--- src/rtl/adc_pkg.sv ---
// Shared constants and FSM encoding for the hydrophone ADC SPI capture block.
package adc_pkg;

   localparam int CLK_DIV       = 4;
   localparam int FRAME_BITS    = 16;
   localparam int LEAD_BITS     = 3;
   localparam int DATA_BITS     = 10;
   localparam int CS_SETUP      = 2;
   localparam int CS_HOLD       = 2;
   localparam int SAMPLE_PERIOD = 196;
   localparam int READY_HOLD    = 14;

   typedef enum logic [1:0] {
      IDLE  = 2'd0,
      SETUP = 2'd1,
      SHIFT = 2'd2,
      HOLD  = 2'd3
   } state_t;

   // Bits needed to hold any value 0..max_val.
   function automatic int cnt_width(input int max_val);
      return (max_val < 2) ? 1 : $clog2(max_val + 1);
   endfunction

endpackage

--- src/rtl/adc_spi_capture_if.sv ---
// ADC-side SPI pins and sample output bus of the capture block.
interface adc_spi_capture_if #(
   parameter int SAMPLE_W = adc_pkg::DATA_BITS
) ();

   logic                enable;
   logic                adc_miso;
   logic                adc_sclk;
   logic                adc_cs_n;
   logic [SAMPLE_W-1:0] sample_data;
   logic                sample_ready;
   logic                lead_error;

   modport master (
      input  enable,
      input  adc_miso,
      output adc_sclk,
      output adc_cs_n,
      output sample_data,
      output sample_ready,
      output lead_error
   );

   modport slave (
      output enable,
      output adc_miso,
      input  adc_sclk,
      input  adc_cs_n,
      input  sample_data,
      input  sample_ready,
      input  lead_error
   );

endinterface

--- src/rtl/adc_sclk_gen.sv ---
// SCLK half-period divider: idles high, first edge after run rises is a fall.
module adc_sclk_gen #(
   parameter int CLK_DIV = adc_pkg::CLK_DIV
) (
   input  logic clk,
   input  logic reset_b,
   input  logic run,
   output logic sclk,
   output logic rise_tick,
   output logic fall_tick
);

   localparam int DW = adc_pkg::cnt_width(CLK_DIV - 1);

   logic [DW-1:0] div_cnt;
   logic          half_end;

   assign half_end  = run && (div_cnt == '0);
   assign rise_tick = half_end && !sclk;
   assign fall_tick = half_end && sclk;

   always_ff @(posedge clk or negedge reset_b) begin
      if (!reset_b) begin
         sclk    <= 1'b1;
         div_cnt <= '0;
      end else if (!run) begin
         sclk    <= 1'b1;
         div_cnt <= '0;
      end else if (half_end) begin
         sclk    <= !sclk;
         div_cnt <= DW'(CLK_DIV - 1);
      end else begin
         div_cnt <= div_cnt - 1'b1;
      end
   end

endmodule

--- src/rtl/adc_spi_capture.sv ---
// SPI master for the 10-bit hydrophone ADC: periodic frames, sample register,
// multi-cycle ready strobe and sticky leading-bit error.
//
// state | meaning
// IDLE  | cs_n high, waiting for period counter start
// SETUP | cs_n low, sclk high, CS_SETUP cycles before first fall
// SHIFT | FRAME_BITS sclk periods, then one sclk-high half of tail
// HOLD  | cs_n low, sclk high, CS_HOLD cycles; exit publishes sample
module adc_spi_capture #(
   parameter int CLK_DIV       = adc_pkg::CLK_DIV,
   parameter int FRAME_BITS    = adc_pkg::FRAME_BITS,
   parameter int LEAD_BITS     = adc_pkg::LEAD_BITS,
   parameter int DATA_BITS     = adc_pkg::DATA_BITS,
   parameter int CS_SETUP      = adc_pkg::CS_SETUP,
   parameter int CS_HOLD       = adc_pkg::CS_HOLD,
   parameter int SAMPLE_PERIOD = adc_pkg::SAMPLE_PERIOD,
   parameter int READY_HOLD    = adc_pkg::READY_HOLD
) (
   input  logic              clk,
   input  logic              reset_b,
   adc_spi_capture_if.master bus
);

   import adc_pkg::*;

   if (SAMPLE_PERIOD < CS_SETUP + 2*CLK_DIV*FRAME_BITS + CS_HOLD + READY_HOLD + 1) begin : g_bad_period
      $error("SAMPLE_PERIOD too short for one frame plus ready pulse");
   end
   if (LEAD_BITS + DATA_BITS > FRAME_BITS) begin : g_bad_frame
      $error("LEAD_BITS + DATA_BITS exceeds FRAME_BITS");
   end

   localparam int BW = cnt_width(FRAME_BITS);
   localparam int TW = cnt_width(CS_SETUP + CLK_DIV + CS_HOLD);
   localparam int PW = cnt_width(SAMPLE_PERIOD - 1);
   localparam int RW = cnt_width(READY_HOLD);

   localparam logic [BW-1:0] LAST_BIT = BW'(FRAME_BITS - 1);
   localparam logic [BW-1:0] ALL_BITS = BW'(FRAME_BITS);
   localparam logic [BW-1:0] DATA_LO  = BW'(LEAD_BITS);
   localparam logic [BW-1:0] DATA_HI  = BW'(LEAD_BITS + DATA_BITS);

   state_t                state;
   state_t                state_nxt;
   logic [PW-1:0]         per_cnt;
   logic [BW-1:0]         bit_cnt;
   logic [TW-1:0]         tmr;
   logic [RW-1:0]         rdy_cnt;
   logic [DATA_BITS-1:0]  shreg;
   logic [DATA_BITS-1:0]  sample_data_r;
   logic                  sample_ready_r;
   logic                  lead_error_r;
   logic                  cs_n_r;
   logic                  sclk;
   logic                  sclk_run;
   logic                  rise_tick;
   logic                  fall_tick;
   logic                  tmr_zero;
   logic                  start;
   logic                  frame_done;

   assign tmr_zero = (tmr == '0);
   assign start    = bus.enable && (per_cnt == '0) && (state == IDLE);
   // Divider runs from the last SETUP cycle (so the first fall lands on the
   // SHIFT entry edge) until the final rise; the tail half is timed by tmr.
   assign sclk_run = ((state == SETUP) && tmr_zero) ||
                     ((state == SHIFT) && (bit_cnt != ALL_BITS));

   adc_sclk_gen #(
      .CLK_DIV (CLK_DIV)
   ) u_sclk_gen (
      .clk       (clk),
      .reset_b   (reset_b),
      .run       (sclk_run),
      .sclk      (sclk),
      .rise_tick (rise_tick),
      .fall_tick (fall_tick)
   );

   always_ff @(posedge clk or negedge reset_b) begin
      if (!reset_b) begin
         state <= IDLE;
      end else begin
         state <= state_nxt;
      end
   end

   always_comb begin
      state_nxt  = state;
      frame_done = 1'b0;
      case (state)
         IDLE:  if (start) state_nxt = SETUP;
         SETUP: if (fall_tick) state_nxt = SHIFT;
         SHIFT: if ((bit_cnt == ALL_BITS) && tmr_zero) state_nxt = HOLD;
         HOLD: begin
            if (tmr_zero) begin
               state_nxt  = IDLE;
               frame_done = 1'b1;
            end
         end
         default: state_nxt = IDLE;
      endcase
   end

   // Down-counting period timer; a start fires on its terminal count.
   always_ff @(posedge clk or negedge reset_b) begin
      if (!reset_b) begin
         per_cnt <= '0;
      end else if (!bus.enable) begin
         per_cnt <= '0;
      end else if (per_cnt == '0) begin
         per_cnt <= PW'(SAMPLE_PERIOD - 1);
      end else begin
         per_cnt <= per_cnt - 1'b1;
      end
   end

   always_ff @(posedge clk or negedge reset_b) begin
      if (!reset_b) begin
         cs_n_r        <= 1'b1;
         tmr           <= '0;
         bit_cnt       <= '0;
         shreg         <= '0;
         sample_data_r <= '0;
         lead_error_r  <= 1'b0;
      end else begin
         case (state)
            IDLE: begin
               if (start) begin
                  cs_n_r  <= 1'b0;
                  tmr     <= TW'(CS_SETUP - 1);
                  bit_cnt <= '0;
                  shreg   <= '0;
               end
            end
            SETUP: begin
               if (!tmr_zero) tmr <= tmr - 1'b1;
            end
            SHIFT: begin
               if (rise_tick) begin
                  bit_cnt <= bit_cnt + 1'b1;
                  if ((bit_cnt < DATA_LO) && bus.adc_miso) lead_error_r <= 1'b1;
                  if ((bit_cnt >= DATA_LO) && (bit_cnt < DATA_HI))
                     shreg <= {shreg[DATA_BITS-2:0], bus.adc_miso};
                  if (bit_cnt == LAST_BIT) tmr <= TW'(CLK_DIV - 1);
               end else if (bit_cnt == ALL_BITS) begin
                  if (tmr_zero) tmr <= TW'(CS_HOLD - 1);
                  else          tmr <= tmr - 1'b1;
               end
            end
            HOLD: begin
               if (tmr_zero) begin
                  cs_n_r        <= 1'b1;
                  sample_data_r <= shreg;
               end else begin
                  tmr <= tmr - 1'b1;
               end
            end
            default: cs_n_r <= 1'b1;
         endcase
      end
   end

   always_ff @(posedge clk or negedge reset_b) begin
      if (!reset_b) begin
         sample_ready_r <= 1'b0;
         rdy_cnt        <= '0;
      end else if (frame_done) begin
         sample_ready_r <= 1'b1;
         rdy_cnt        <= RW'(READY_HOLD - 1);
      end else if (sample_ready_r) begin
         if (rdy_cnt == '0) sample_ready_r <= 1'b0;
         else               rdy_cnt        <= rdy_cnt - 1'b1;
      end
   end

   assign bus.adc_sclk     = sclk;
   assign bus.adc_cs_n     = cs_n_r;
   assign bus.sample_data  = sample_data_r;
   assign bus.sample_ready = sample_ready_r;
   assign bus.lead_error   = lead_error_r;

endmodule

--- src/flat_wrapper.sv ---
// flat-port wrapper written by rule: the top's interface ports become plain ports
module adc_spi_capture_flat import adc_pkg::*;
#(
   parameter int CLK_DIV       = adc_pkg::CLK_DIV,
   parameter int FRAME_BITS    = adc_pkg::FRAME_BITS,
   parameter int LEAD_BITS     = adc_pkg::LEAD_BITS,
   parameter int DATA_BITS     = adc_pkg::DATA_BITS,
   parameter int CS_SETUP      = adc_pkg::CS_SETUP,
   parameter int CS_HOLD       = adc_pkg::CS_HOLD,
   parameter int SAMPLE_PERIOD = adc_pkg::SAMPLE_PERIOD,
   parameter int READY_HOLD    = adc_pkg::READY_HOLD
)
  (clk, reset_b, bus_enable, bus_adc_miso, bus_adc_sclk, bus_adc_cs_n, bus_sample_data, bus_sample_ready, bus_lead_error);
  adc_spi_capture_if #(.SAMPLE_W(10)) bus_i ();
  input  logic clk;
  input  logic reset_b;
  input wire logic [$bits(bus_i.enable)-1:0] bus_enable;
  input wire logic [$bits(bus_i.adc_miso)-1:0] bus_adc_miso;
  output wire logic [$bits(bus_i.adc_sclk)-1:0] bus_adc_sclk;
  output wire logic [$bits(bus_i.adc_cs_n)-1:0] bus_adc_cs_n;
  output wire logic [$bits(bus_i.sample_data)-1:0] bus_sample_data;
  output wire logic [$bits(bus_i.sample_ready)-1:0] bus_sample_ready;
  output wire logic [$bits(bus_i.lead_error)-1:0] bus_lead_error;
  assign bus_i.enable = bus_enable;
  assign bus_i.adc_miso = bus_adc_miso;
  assign bus_adc_sclk = bus_i.adc_sclk;
  assign bus_adc_cs_n = bus_i.adc_cs_n;
  assign bus_sample_data = bus_i.sample_data;
  assign bus_sample_ready = bus_i.sample_ready;
  assign bus_lead_error = bus_i.lead_error;
  adc_spi_capture #(.CLK_DIV(CLK_DIV), .FRAME_BITS(FRAME_BITS), .LEAD_BITS(LEAD_BITS), .DATA_BITS(DATA_BITS), .CS_SETUP(CS_SETUP), .CS_HOLD(CS_HOLD), .SAMPLE_PERIOD(SAMPLE_PERIOD), .READY_HOLD(READY_HOLD)) u_core (.clk(clk), .reset_b(reset_b), .bus(bus_i));
endmodule
--- config.mk ---
export PLATFORM = sky130hd
export DESIGN_NAME = adc_spi_capture_flat
export DESIGN_NICKNAME = d
export VERILOG_FILES = /design/src/rtl/adc_pkg.sv /design/src/rtl/adc_spi_capture_if.sv /design/src/rtl/adc_sclk_gen.sv /design/src/rtl/adc_spi_capture.sv /design/src/flat_wrapper.sv
export SDC_FILE = /design/constraint.sdc
export NUM_CORES = 1
export LEC_CHECK = 0
export CORE_AREA = 5 5 98 100
export CTS_CLUSTER_SIZE = 10
export DETAILED_ROUTE_END_ITERATION = 10
export DIE_AREA = 0 0 103 105
export GPL_TIMING_DRIVEN = 1
export MAX_ROUTING_LAYER = met4
export PLACE_DENSITY_LB_ADDON = 0.15
export SLEW_MARGIN = 25
export SYNTH_ARGS = -nofsm -noshare
export SYNTH_HDL_FRONTEND = slang
export SYNTH_SLANG_ARGS = --single-unit
export TNS_END_PERCENT = 20
--- constraint.sdc ---
create_clock -name clk -period 1.9 [get_ports clk]
set_clock_uncertainty 0.1 [all_clocks]
set_input_delay 0.38 -clock clk [delete_from_list [all_inputs] [get_ports clk]]
set_output_delay 0.38 -clock clk [all_outputs]
set_load 0.02 [all_outputs]
After elaboration in Yosys (flattened, before gate mapping)

Index checks and enable logic that the tools add are counted.

Register bits after elaboration: 49
Memory bits (read-only): 0
Output and inout bits: 14
Bits in latches: 0
Memory bits (writable): 0
Logic and storage cells: 102
Input port bits: 4
Memories kept: 0

Muxes and demuxes: 36
Divide/modulo/power cells: 0
Multipliers: 0
Shift operators: 0
Reductions and logical operators: 29
Equal/unequal tests: 17
$lt $le $gt $ge: 3
Add/sub/neg operators: 5
Bitwise operators: 0

Operators by type and width:

| cell                                                                  | count |
|---|---|
| 4-bit 2-to-1 mux                                                      | 9 |
| 10-bit 2-to-1 mux                                                     | 3 |
| 10-bit case mux with 2 select lines                                   | 1 |
| 8-bit 2-to-1 mux                                                      | 2 |
| 2-bit 2-to-1 mux                                                      | 6 |
| 2-bit by 1-bit != test with 1-bit output, second input constant       | 6 |
| 4-bit case mux with 3 select lines                                    | 1 |
| 4-bit AND reduction                                                   | 3 |
| 1-bit logical AND                                                     | 10 |
| 5-bit 2-to-1 mux                                                      | 2 |
| 5-bit case mux with 2 select lines                                    | 1 |
| 1-bit 2-to-1 mux                                                      | 9 |
| 3-bit AND reduction                                                   | 3 |
| 4-bit logical NOT                                                     | 2 |
| 8-bit logical NOT                                                     | 1 |
| 2-bit case mux with 4 select lines                                    | 1 |
| 4-bit by 1-bit subtractor with 4-bit output, second input constant    | 2 |
| 8-bit by 1-bit subtractor with 8-bit output, second input constant    | 1 |
| 2-bit != test, second input constant                                  | 3 |
| 2-bit nonzero test                                                    | 3 |
| 5-bit by 1-bit adder with 5-bit output, second input constant         | 1 |
| 5-bit by 4-bit equality test with 1-bit output, second input constant | 1 |
| 5-bit equality test, second input constant                            | 1 |
| 5-bit by 2-bit >= comparator with 1-bit output, second input constant | 1 |
| 14 further kinds                                                      | 17 |

Longest topological paths before layout

Gate-level depths: netlist of run 1.

Depth after elaboration: 7
Mapped depth: 8
Gate-level depth less buffers: 6

Cells and area by module

A second synthesis of run 1 with hierarchy kept.

Cells, all modules: 224
Area, all modules: 2491.1 um^2

Modules (own cells, without submodules):

| module          | seq. area each (um^2) | area each (um^2) | cells an instance | times used |
|---|---|---|---|---|
| adc_spi_capture | 1152.4                | 2349.8           | 210               | 1 |
| adc_sclk_gen    | 76.3                  | 141.4            | 14                | 1 |

Worst setup path before layout of run 1

No wires, ideal clock.

Path type: register -> register
From: reg u_core.u_sclk_gen.div_cnt[0]
To: reg u_core.tmr[0]
Path buffers: 0
Required time: 1.671 ns
Cell stages (with the launch flop): 7
Arrival time: 1.791 ns
Period minus slack after synthesis: 2.020 ns
Slack: -0.120 ns
Library setup time: 0.129 ns
Cell sequence: dfrtp_1 inv_1 ha_1 nor2b_1 a211oi_2 or3_4 o41a_1

Cells in the longest elaborated chain, start to end: 5
Elaborated cells on any way between the ends: 8
Those cells by class: eq/ne (2); mux (2); reduce/logical (4)

Ends and longest elaborated chain:

| what                                                                                       | line                   | text |
|---|---|---|
| from (decl)                                                                                | adc_sclk_gen.sv:15     | `logic [DW-1:0] div_cnt;` |
| from (signal assigned)                                                                     | adc_sclk_gen.sv:31     | `div_cnt <= DW'(CLK_DIV - 1);` |
| from (signal assigned)                                                                     | adc_sclk_gen.sv:33     | `div_cnt <= div_cnt - 1'b1;` |
| 2-bit logical NOT (*)                                                                      | adc_sclk_gen.sv:18     | `assign half_end = run && (div_cnt == '0);` |
| 1-bit logical AND (*)                                                                      | adc_sclk_gen.sv:18     |  |
| 1-bit logical AND (*)                                                                      | adc_sclk_gen.sv:19     | `assign rise_tick = half_end && !sclk;` |
| 3-bit by 2-bit != test with 1-bit output (no source line) (tied with other cells)          | -                      |  |
| 4-bit AND reduction (no source line) or 4-bit case mux with 3 select lines (tied branches) | -                      |  |
| to (signal assigned)                                                                       | adc_spi_capture.sv:131 | `tmr <= TW'(CS_SETUP - 1);` |
| to (signal assigned)                                                                       | adc_spi_capture.sv:137 | `if (!tmr_zero) tmr <= tmr - 1'b1;` |
| to (signal assigned)                                                                       | adc_spi_capture.sv:145 | `if (bit_cnt == LAST_BIT) tmr <= TW'(CLK_DIV - 1);` |
| to (decl)                                                                                  | adc_spi_capture.sv:47  | `logic [TW-1:0] tmr;` |

Every way passes the cells marked *; elsewhere a longest branch is shown, timed or not.
A chain may end at the register's enable or synchronous reset.

Worst setup path after layout of run 1

From: reg u_core.bit_cnt[1]
To: reg u_core.tmr[2]

Cells in the longest elaborated chain, start to end: 7
Elaborated cells on any way between the ends: 12
Those cells by class: eq/ne (5); mux (2); reduce/logical (5)

Ends and longest elaborated chain:

| what                                                                                       | line                   | text |
|---|---|---|
| from (decl)                                                                                | adc_spi_capture.sv:46  | `logic [BW-1:0] bit_cnt;` |
| from (signal assigned)                                                                     | adc_spi_capture.sv:141 | `bit_cnt <= bit_cnt + 1'b1;` |
| 5-bit != test                                                                              | adc_spi_capture.sv:67  | `((state == SHIFT) && (bit_cnt != ALL_BITS));` |
| 1-bit logical AND                                                                          | adc_spi_capture.sv:67  |  |
| 1-bit logical OR                                                                           | adc_spi_capture.sv:66  | `assign sclk_run = ((state == SETUP) && tmr_zero) \|\|` |
| 1-bit logical AND                                                                          | adc_sclk_gen.sv:18     |  |
| 1-bit logical AND                                                                          | adc_sclk_gen.sv:19     |  |
| 3-bit by 2-bit != test with 1-bit output (no source line) (tied with other cells)          | -                      |  |
| 4-bit AND reduction (no source line) or 4-bit case mux with 3 select lines (tied branches) | -                      |  |

Parallel ways exist; a longest one is shown, timed or not.

==> out/qor.log, run 1 <==
INFO  clock_network  clkSinkCount=49
INFO  floorplanning  boundaryPins=18
INFO  timing         final_critical_path_setup_slack=12.4ps
INFO  global_route   groute.usage.overall=11.2%
INFO  drt            drt-wirelength-per-cell=13.6µm
INFO  final_layout   multi_input_comb_area=0.00135mm²
INFO  place          hpwlAfterDp=4.11mm
INFO  drt            vias_per_cell=4.83
INFO  final_layout   n_antenna_cell=0
INFO  yosys          postSynthAreaPerCell=11.1µm²
INFO  timing         finalHoldViolCount=0
INFO  yosys          synth.cells.most_frequent=sky130_fd_sc_hd__dfrtp_1 (47), sky130_fd_sc_hd__inv_1 (20), sky130_fd_sc_hd__nand2_1 (14), sky130_fd_sc_hd__ha_1 (12), sky130_fd_sc_hd__nor2_1 (12)
INFO  yosys          netlist_top_cells_area=sky130_fd_sc_hd__dfrtp_1 (47%), sky130_fd_sc_hd__ha_1 (6.0%), sky130_fd_sc_hd__mux2_2 (4.9%)
INFO  drt            totalWireLength=5.54mm
INFO  yosys          synthCells=228
INFO  global_route   grt_max_degree=17
INFO  hold_path      timing.hold.worst.class=flip-flop to flip-flop
INFO  yosys          synth.largest_area_cell=sky130_fd_sc_hd__dfrtp_1
INFO  global_route   overflow=0
INFO  yosys          seq_area_frac_synth=48.8%
INFO  timing         rsz0062_at_grt=yes
INFO  worst_setup_path critical_path_peak_fanout=3
INFO  floorplanning  dieWidth=103µm
INFO  clock_network  clock_latency=300ps
INFO  final_layout   fill_cells=855
INFO  global_route   via_count_of_the_first_global_routing_pass=1981
INFO  timing         timing.fmax=0.530GHz
INFO  yosys          synth.cell_area=0.00252mm²
INFO  power          power.density=675mW/mm²
INFO  power          leakage=1.64nW
INFO  drt            drt_drc_violations_left=0
INFO  yosys          netlist-cell-type-count=58
INFO  yosys          yosys_warns=0
INFO  timing         final_max_slew_viol_count=0
INFO  yosys          post_synth_edffs=0
INFO  worst_setup_path capturing_element_type_of_the_critical_path=flip-flop
INFO  final_layout   post-route-util=40.6%
INFO  clock_network  root_buffer=sky130_fd_sc_hd__clkbuf_8
INFO  drt            dr_total_vias=1966
INFO  drt            drt-pass1-iter-count=4
INFO  floorplanning  row_count=34
INFO  yosys          synth.ff_latch_count=49
INFO  drt            route.antenna.remaining_nets=0
INFO  flow_run       number_of_violations_of_the_max_capacitance_limit=0
INFO  timing         final-setup-viol-count=0
INFO  drt            drt_iter0_drc=36
INFO  place          pre_cts_ws=-327ps
INFO  yosys          post-synth-top-count-cell=sky130_fd_sc_hd__dfrtp_1
INFO  final_layout   seq_area=0.00123mm²
INFO  place          place.detailed.instances=394
INFO  floorplanning  floorplan.initialDensity=29.3%
INFO  global_route   grt_antenna_before_repair=0
INFO  timing         timing.final.crit_period=1890ps
INFO  final_layout   final_layout_size_suffix_gt1_share=36.1%
INFO  yosys          asyncSetResetFlopFracSynth=100%
INFO  worst_setup_path required=1990ps
INFO  place          dpl_cell_area=0.00321mm²
INFO  final_layout   net_total_in_the_final_layout=314
INFO  clock_network  cts_made_buffers=5
INFO  final_layout   final_cell_area=0.00349mm²
INFO  clock_network  htree_num_levels=2
INFO  power          worst_ir_drop_vdd=0.399mV
INFO  floorplanning  floorplan.die_area=0.0108mm²
INFO  run_status     run_status=completed
INFO  final_layout   post_layout_nonfiller_instances=407
INFO  clock_network  path_clk_slew=100ps
INFO  place          routabilityCongestion=0.755
INFO  yosys          post-synth-top-area-fraction=46.7%
INFO  worst_setup_path critical_path.startpoint_type=flip-flop
INFO  clock_network  clk_path_buf_depth=2
INFO  final_layout   syn_to_final_growth=38.4%
INFO  worst_setup_path path_class=flip-flop to flip-flop
INFO  power          p_total=2.35mW
INFO  timing         slew-limit-headroom=72.3%
INFO  global_route   first_pass_grt_wire_length=9.46mm
INFO  yosys          ys_dominant_reg_cell=sky130_fd_sc_hd__dfrtp_1
INFO  yosys          synth_fp_nets=244
INFO  place          port_buffers=17
INFO  worst_setup_path timing.critical_path.arrival=1970ps
INFO  clock_network  tritoncts_clock_tree=yes
INFO  timing         fin_hold_ws=345ps
INFO  floorplanning  core-area=0.00859mm²
INFO  floorplanning  dieHeight=105µm
INFO  timing         worst_pin_slew=414ps
INFO  timing         tns=0ps
INFO  timing         final_cycle_share=99.3%
worst paths after layout:
| check | cells past startpoint | slack, ps | from | end |
|---|---|---|---|---|
| min in group asynchronous | 2 | 430 | reset_b | u_core.u_sclk_gen.div_cnt[0] |
| max reg2reg | 7 | 10 | u_core.bit_cnt[1] | u_core.tmr[2] |
| min reg2reg | 1 | 350 | u_core.u_sclk_gen.div_cnt[0] | u_core.u_sclk_gen.div_cnt[0] |
| min | 1 | 350 | u_core.u_sclk_gen.div_cnt[0] | u_core.u_sclk_gen.div_cnt[0] |
| max | 7 | 10 | u_core.bit_cnt[1] | u_core.tmr[2] |
| max in group asynchronous | 3 | 730 | reset_b | u_core.bus.sample_data[6] |
what timing repair did:
| item | CTS | global route |
|---|---|---|
| cloned | 0 | 0 |
| setup endpoints to repair | 22 | 19 |
| hold buffers | 1 | 0 |
| pin swaps | 1 | 13 |
| endpoints found under the hold margin | 11 | 0 |
| buffers inserted | 0 | 4 |
| resized for setup | 14 | 22 |
per-layer routing:
| metal | GRT usage, % | share of wire (%) |
|---|---|---|
| met2 | 17.9 | 50 |
| met3 | 2.20 | 1.1 |
| met1 | 14.3 | 48 |
| met5 | - | 0 |
| met4 | 3.05 | 0.85 |
where the power goes:
group	internal, mW	switching, mW	total [mW]
Clock	0.395	0.371	0.766
Combinational	0.219	0.213	0.432
Sequential	1.10	0.0586	1.16
Total	1.71	0.642	2.35
cell families (layout without fill, tap and decap cells):
kind of cell               count (synthesis)  count (layout)  synth area share [%]
buffers and inverters                     26              97                  4.02
adders and majority gates                 12              12                  5.96
muxes                                     14              14                  6.11
xor gates and xnor gates                   6               6                  2.09
and+or+nand+nor                           66              66                  15.7
DFF                                       49              49                  48.8
AOI/OAI and AO/OA                         55              55                  17.4
cells in the final DEF (no fill, tap or decap), types with 4 or more instances in the layout:
cell,synthesis,final
sky130_fd_sc_hd__a21o_1,4,4
sky130_fd_sc_hd__a21oi_1,5,5
sky130_fd_sc_hd__a22o_1,10,10
sky130_fd_sc_hd__buf_4,1,46
sky130_fd_sc_hd__clkbuf_8,0,5
sky130_fd_sc_hd__clkdlybuf4s50_1,0,14
sky130_fd_sc_hd__dfrtp_1,47,47
sky130_fd_sc_hd__ha_1,12,4
sky130_fd_sc_hd__ha_4,0,5
sky130_fd_sc_hd__inv_1,20,12
sky130_fd_sc_hd__inv_2,0,8
sky130_fd_sc_hd__mux2_2,11,11
sky130_fd_sc_hd__nand2_1,14,14
sky130_fd_sc_hd__nand3b_1,4,4
sky130_fd_sc_hd__nand4_1,4,4
sky130_fd_sc_hd__nor2_1,12,11
sky130_fd_sc_hd__nor2b_1,7,6
sky130_fd_sc_hd__nor3_1,4,4
sky130_fd_sc_hd__o21ai_0,6,5
final cells by class:
| class | count | area share, % |
|---|---|---|
| multi-input cells | 153 | 38.6 |
| flip-flops and latches | 49 | 35.2 |
| repair buffers | 69 | 17.0 |
| well taps | 108 | 3.87 |
| inverters | 20 | 2.15 |
| clock buffers | 5 | 1.97 |
| clock inverters | 3 | 1.26 |
flip-flops by register name, summed over array words and instances, names as in the netlist:
signal	flops
u_core.per_cnt	8
u_core.bus.lead_error	1
u_core.bit_cnt	5
u_core.bus.adc_cs_n	1
u_core.state	2
u_core.tmr	4
u_core.shreg	10
u_core.bus.sample_data	10
u_core.bus.sample_ready	1
u_core.rdy_cnt	4
u_core.u_sclk_gen.div_cnt	2
u_core.u_sclk_gen.sclk	1
worst max-delay path: stages, from the launching register on:
cell and delay [ps]:
sky130_fd_sc_hd__dfrtp_1 420, sky130_fd_sc_hd__ha_2 180, sky130_fd_sc_hd__and3_4 180, sky130_fd_sc_hd__ha_4 160, sky130_fd_sc_hd__a211oi_4 240, sky130_fd_sc_hd__buf_6 140, sky130_fd_sc_hd__a2111oi_4 40, sky130_fd_sc_hd__a311o_1 320
Power figures use the tool's default switching activity.
==> inputs of run 2 (changes only) <==
Settings changed: SLEW_MARGIN 25 to unset, TNS_END_PERCENT 20 to 30.
==> out/qor.log, run 2 (synthesis results as in run 1) <==
INFO  final_layout   fill_cells=855 [unchanged]
INFO  clock_network  path_clk_slew=100ps [about the same]
INFO  worst_setup_path critical_path.reg2reg.endpoint=u_core.tmr[2]
INFO  global_route   globalRouteMet2Util=17.9% [unchanged]
INFO  power          p_total=2.35mW [about the same]
INFO  place          hpwlAfterDp=4.11mm [unchanged]
INFO  clock_network  root_buffer=sky130_fd_sc_hd__clkbuf_8
INFO  timing         final_cycle_share=99.3% [unchanged]
INFO  timing         timing.fmax=0.530GHz [unchanged]
INFO  worst_setup_path critical_path_peak_fanout=3 [unchanged]
INFO  final_layout   net_total_in_the_final_layout=314 [unchanged]
INFO  floorplanning  row_count=34 [unchanged]
INFO  final_layout   seq_area=0.00123mm² [unchanged]
INFO  flow_run       number_of_violations_of_the_max_capacitance_limit=0 [unchanged]
INFO  floorplanning  dieHeight=105µm [unchanged]
INFO  drt            drt-wirelength-per-cell=13.6µm [unchanged]
INFO  final_layout   final_layout_size_suffix_gt1_share=36.1% [unchanged]
INFO  timing         rsz0062_at_grt=yes
INFO  hold_path      timing.hold.worst.class=flip-flop to flip-flop
INFO  clock_network  clkSinkCount=49 [unchanged]
INFO  final_layout   layout_common_cells=sky130_fd_sc_hd__dfrtp_1 (47), sky130_fd_sc_hd__buf_4 (46), sky130_fd_sc_hd__nand2_1 (14), sky130_fd_sc_hd__clkdlybuf4s50_1 (14), sky130_fd_sc_hd__inv_1 (12)
INFO  timing         worst_pin_slew=414ps [unchanged]
INFO  timing         timing.final.crit_period=1890ps [unchanged]
INFO  worst_setup_path required=1990ps [about the same]
INFO  timing         finalHoldViolCount=0 [unchanged]
INFO  drt            totalWireLength=5.54mm [unchanged]
INFO  timing         final-setup-viol-count=0 [unchanged]
INFO  worst_setup_path crit_chain=ha_2 > and3_4 > ha_4 > a211oi_4 > buf_6 > a2111oi_4 > a311o_1
INFO  global_route   overflow=0 [unchanged]
INFO  global_route   groute.layer.met3.usage=2.20% [unchanged]
INFO  timing         tns=0ps [unchanged]
INFO  worst_setup_path path_class=flip-flop to flip-flop
INFO  drt            route.antenna.remaining_nets=0 [unchanged]
INFO  floorplanning  boundaryPins=18 [unchanged]
INFO  hold_path      hp-start=u_core.u_sclk_gen.div_cnt[0]
INFO  hold_path      hold-path-cell-count=1 [unchanged]
INFO  drt            dr_total_vias=1966 [unchanged]
INFO  worst_setup_path r2r.worst_path.cells=7 [unchanged]
INFO  run_status     run_status=completed
INFO  drt            drt_iter0_drc=33 [-8.3%]
INFO  timing         final_max_slew_viol_count=0 [unchanged]
INFO  hold_path      min_to=u_core.u_sclk_gen.div_cnt[0]
INFO  worst_setup_path timing.critical_path.arrival=1970ps [about the same]
INFO  final_layout   commonest_non_fill_non_tap_cell_in_the_layout=sky130_fd_sc_hd__dfrtp_1
INFO  final_layout   multi_input_comb_area=0.00135mm² [unchanged]
INFO  final_layout   syn_to_final_growth=38.4% [unchanged]
INFO  global_route   groute.usage.overall=11.2% [unchanged]
INFO  floorplanning  core-area=0.00859mm² [unchanged]
INFO  clock_network  cts_made_buffers=5 [unchanged]
INFO  global_route   first_pass_grt_wire_length=9.46mm [unchanged]
INFO  timing         slew-limit-headroom=72.3% [unchanged]
INFO  clock_network  htree_num_levels=2 [unchanged]
INFO  global_route   via_count_of_the_first_global_routing_pass=1981 [unchanged]
INFO  global_route   grt_util_met1=14.3% [unchanged]
INFO  power          worst_ir_drop_vdd=0.399mV [unchanged]
INFO  drt            drt_drc_violations_left=0 [unchanged]
INFO  global_route   grt_max_degree=17 [unchanged]
INFO  power          leakage=1.64nW [unchanged]
INFO  place          port_buffers=17 [unchanged]
INFO  worst_setup_path worst-r2r-setup-slack=10ps [about the same]
INFO  power          power.density=675mW/mm² [about the same]
INFO  worst_setup_path cpMaxStageDelayCell=sky130_fd_sc_hd__dfrtp_1
INFO  drt            drt-pass1-iter-count=4 [unchanged]
INFO  worst_setup_path worst_path_largest_cell_delay=420ps [about the same]
INFO  final_layout   n_antenna_cell=0 [unchanged]
INFO  floorplanning  floorplan.initialDensity=29.3% [unchanged]
INFO  drt            vias_per_cell=4.83 [unchanged]
INFO  floorplanning  floorplan.die_area=0.0108mm² [unchanged]
INFO  worst_setup_path capturing_element_type_of_the_critical_path=flip-flop
INFO  clock_network  clk_path_buf_depth=2 [unchanged]
INFO  final_layout   post-route-util=40.6% [unchanged]
INFO  global_route   gr-max-usage-layer=met2
INFO  clock_network  clock_latency=300ps [about the same]
INFO  worst_setup_path timing.rr.start=u_core.bit_cnt[1]
INFO  place          routabilityCongestion=0.755 [unchanged]
INFO  floorplanning  dieWidth=103µm [unchanged]
INFO  clock_network  tritoncts_clock_tree=yes
INFO  worst_setup_path critical_path.startpoint_type=flip-flop
INFO  global_route   grt_antenna_before_repair=0 [unchanged]
[run 2: per-layer routing]
| metal | up-vias | share of wire, % |
|---|---|---|
| met1 | 979 | 48 |
| met5 | - | 0 |
| li1 | 971 | - |
| met4 | 0 | 0.85 |
| met3 | 2 | 1.1 |
| met2 | 14 | 50 |
[run 2: repair_timing]
item | CTS | global route
buffers inserted | 0 | 4
setup endpoints to repair | 22 | 19
pin swaps | 1 | 13
hold buffers | 1 | 0
hold endpoints to repair | 11 | 0
gates resized for setup | 14 | 22
[run 2: cell type report]
class	instances	share of cell area (%)
clock buffers	5	1.97
repair buffers	69	17.0
multi-input cells	153	38.6
well taps	108	3.87
flip-flops and latches	49	35.2
inverters	20	2.15
clock inverters	3	1.26
[run 2: how the worst max path moves through the flow]
stage / start / cells after the start / end / slack [ps]
5_1_grt: u_core.bit_cnt[0] / 8 / u_core.tmr[0] / -50
2_1_floorplan: u_core.bit_cnt[0] / 6 / u_core.tmr[0] / -30
4_1_cts: u_core.bit_cnt[1] / 6 / u_core.tmr[0] / -20
6_report: u_core.bit_cnt[1] / 7 / u_core.tmr[2] / 10
3_3_place_gp: bus_enable / 5 / u_core.shreg[3] / -310
3_5_place_dp: bus_enable / 5 / u_core.shreg[0] / -330
[run 2: worst max-delay path, delay by kind of cell (launching register included)]
family | cells | cell delay (ps)
buf+inv | 1 | 140
simple gates | 1 | 180
flops | 1 | 420
compound gates | 3 | 600
fa+ha+maj | 2 | 340
[run 2: through the flow]
stage          hold WS, ps  setup WS [ps]  cells  cell area [µm²]
2_1_floorplan        -15.6          -25.4    228             2560
3_3_place_gp           245           -313    394             3210
3_5_place_dp           247           -327    394             3210
4_1_cts                352          -21.6    403             3370
5_1_grt                367          -54.2    407             3490
6_report               345           12.4    407             3490
[run 2: power by group]
part | total (mW) | internal [mW] | switching (mW) | leakage (nW)
clock network | 0.766 | 0.395 | 0.371 | 0.0585
registers | 1.16 | 1.10 | 0.0586 | 0.640
logic | 0.432 | 0.219 | 0.213 | 0.943
total | 2.35 | 1.71 | 0.642 | 1.64
==> inputs of run 3 (changes only) <==
Settings changed: GPL_ROUTABILITY_DRIVEN set to 0.
==> results of run 3 <==
Final layout, timing and power as in run 2 (identical DEF).
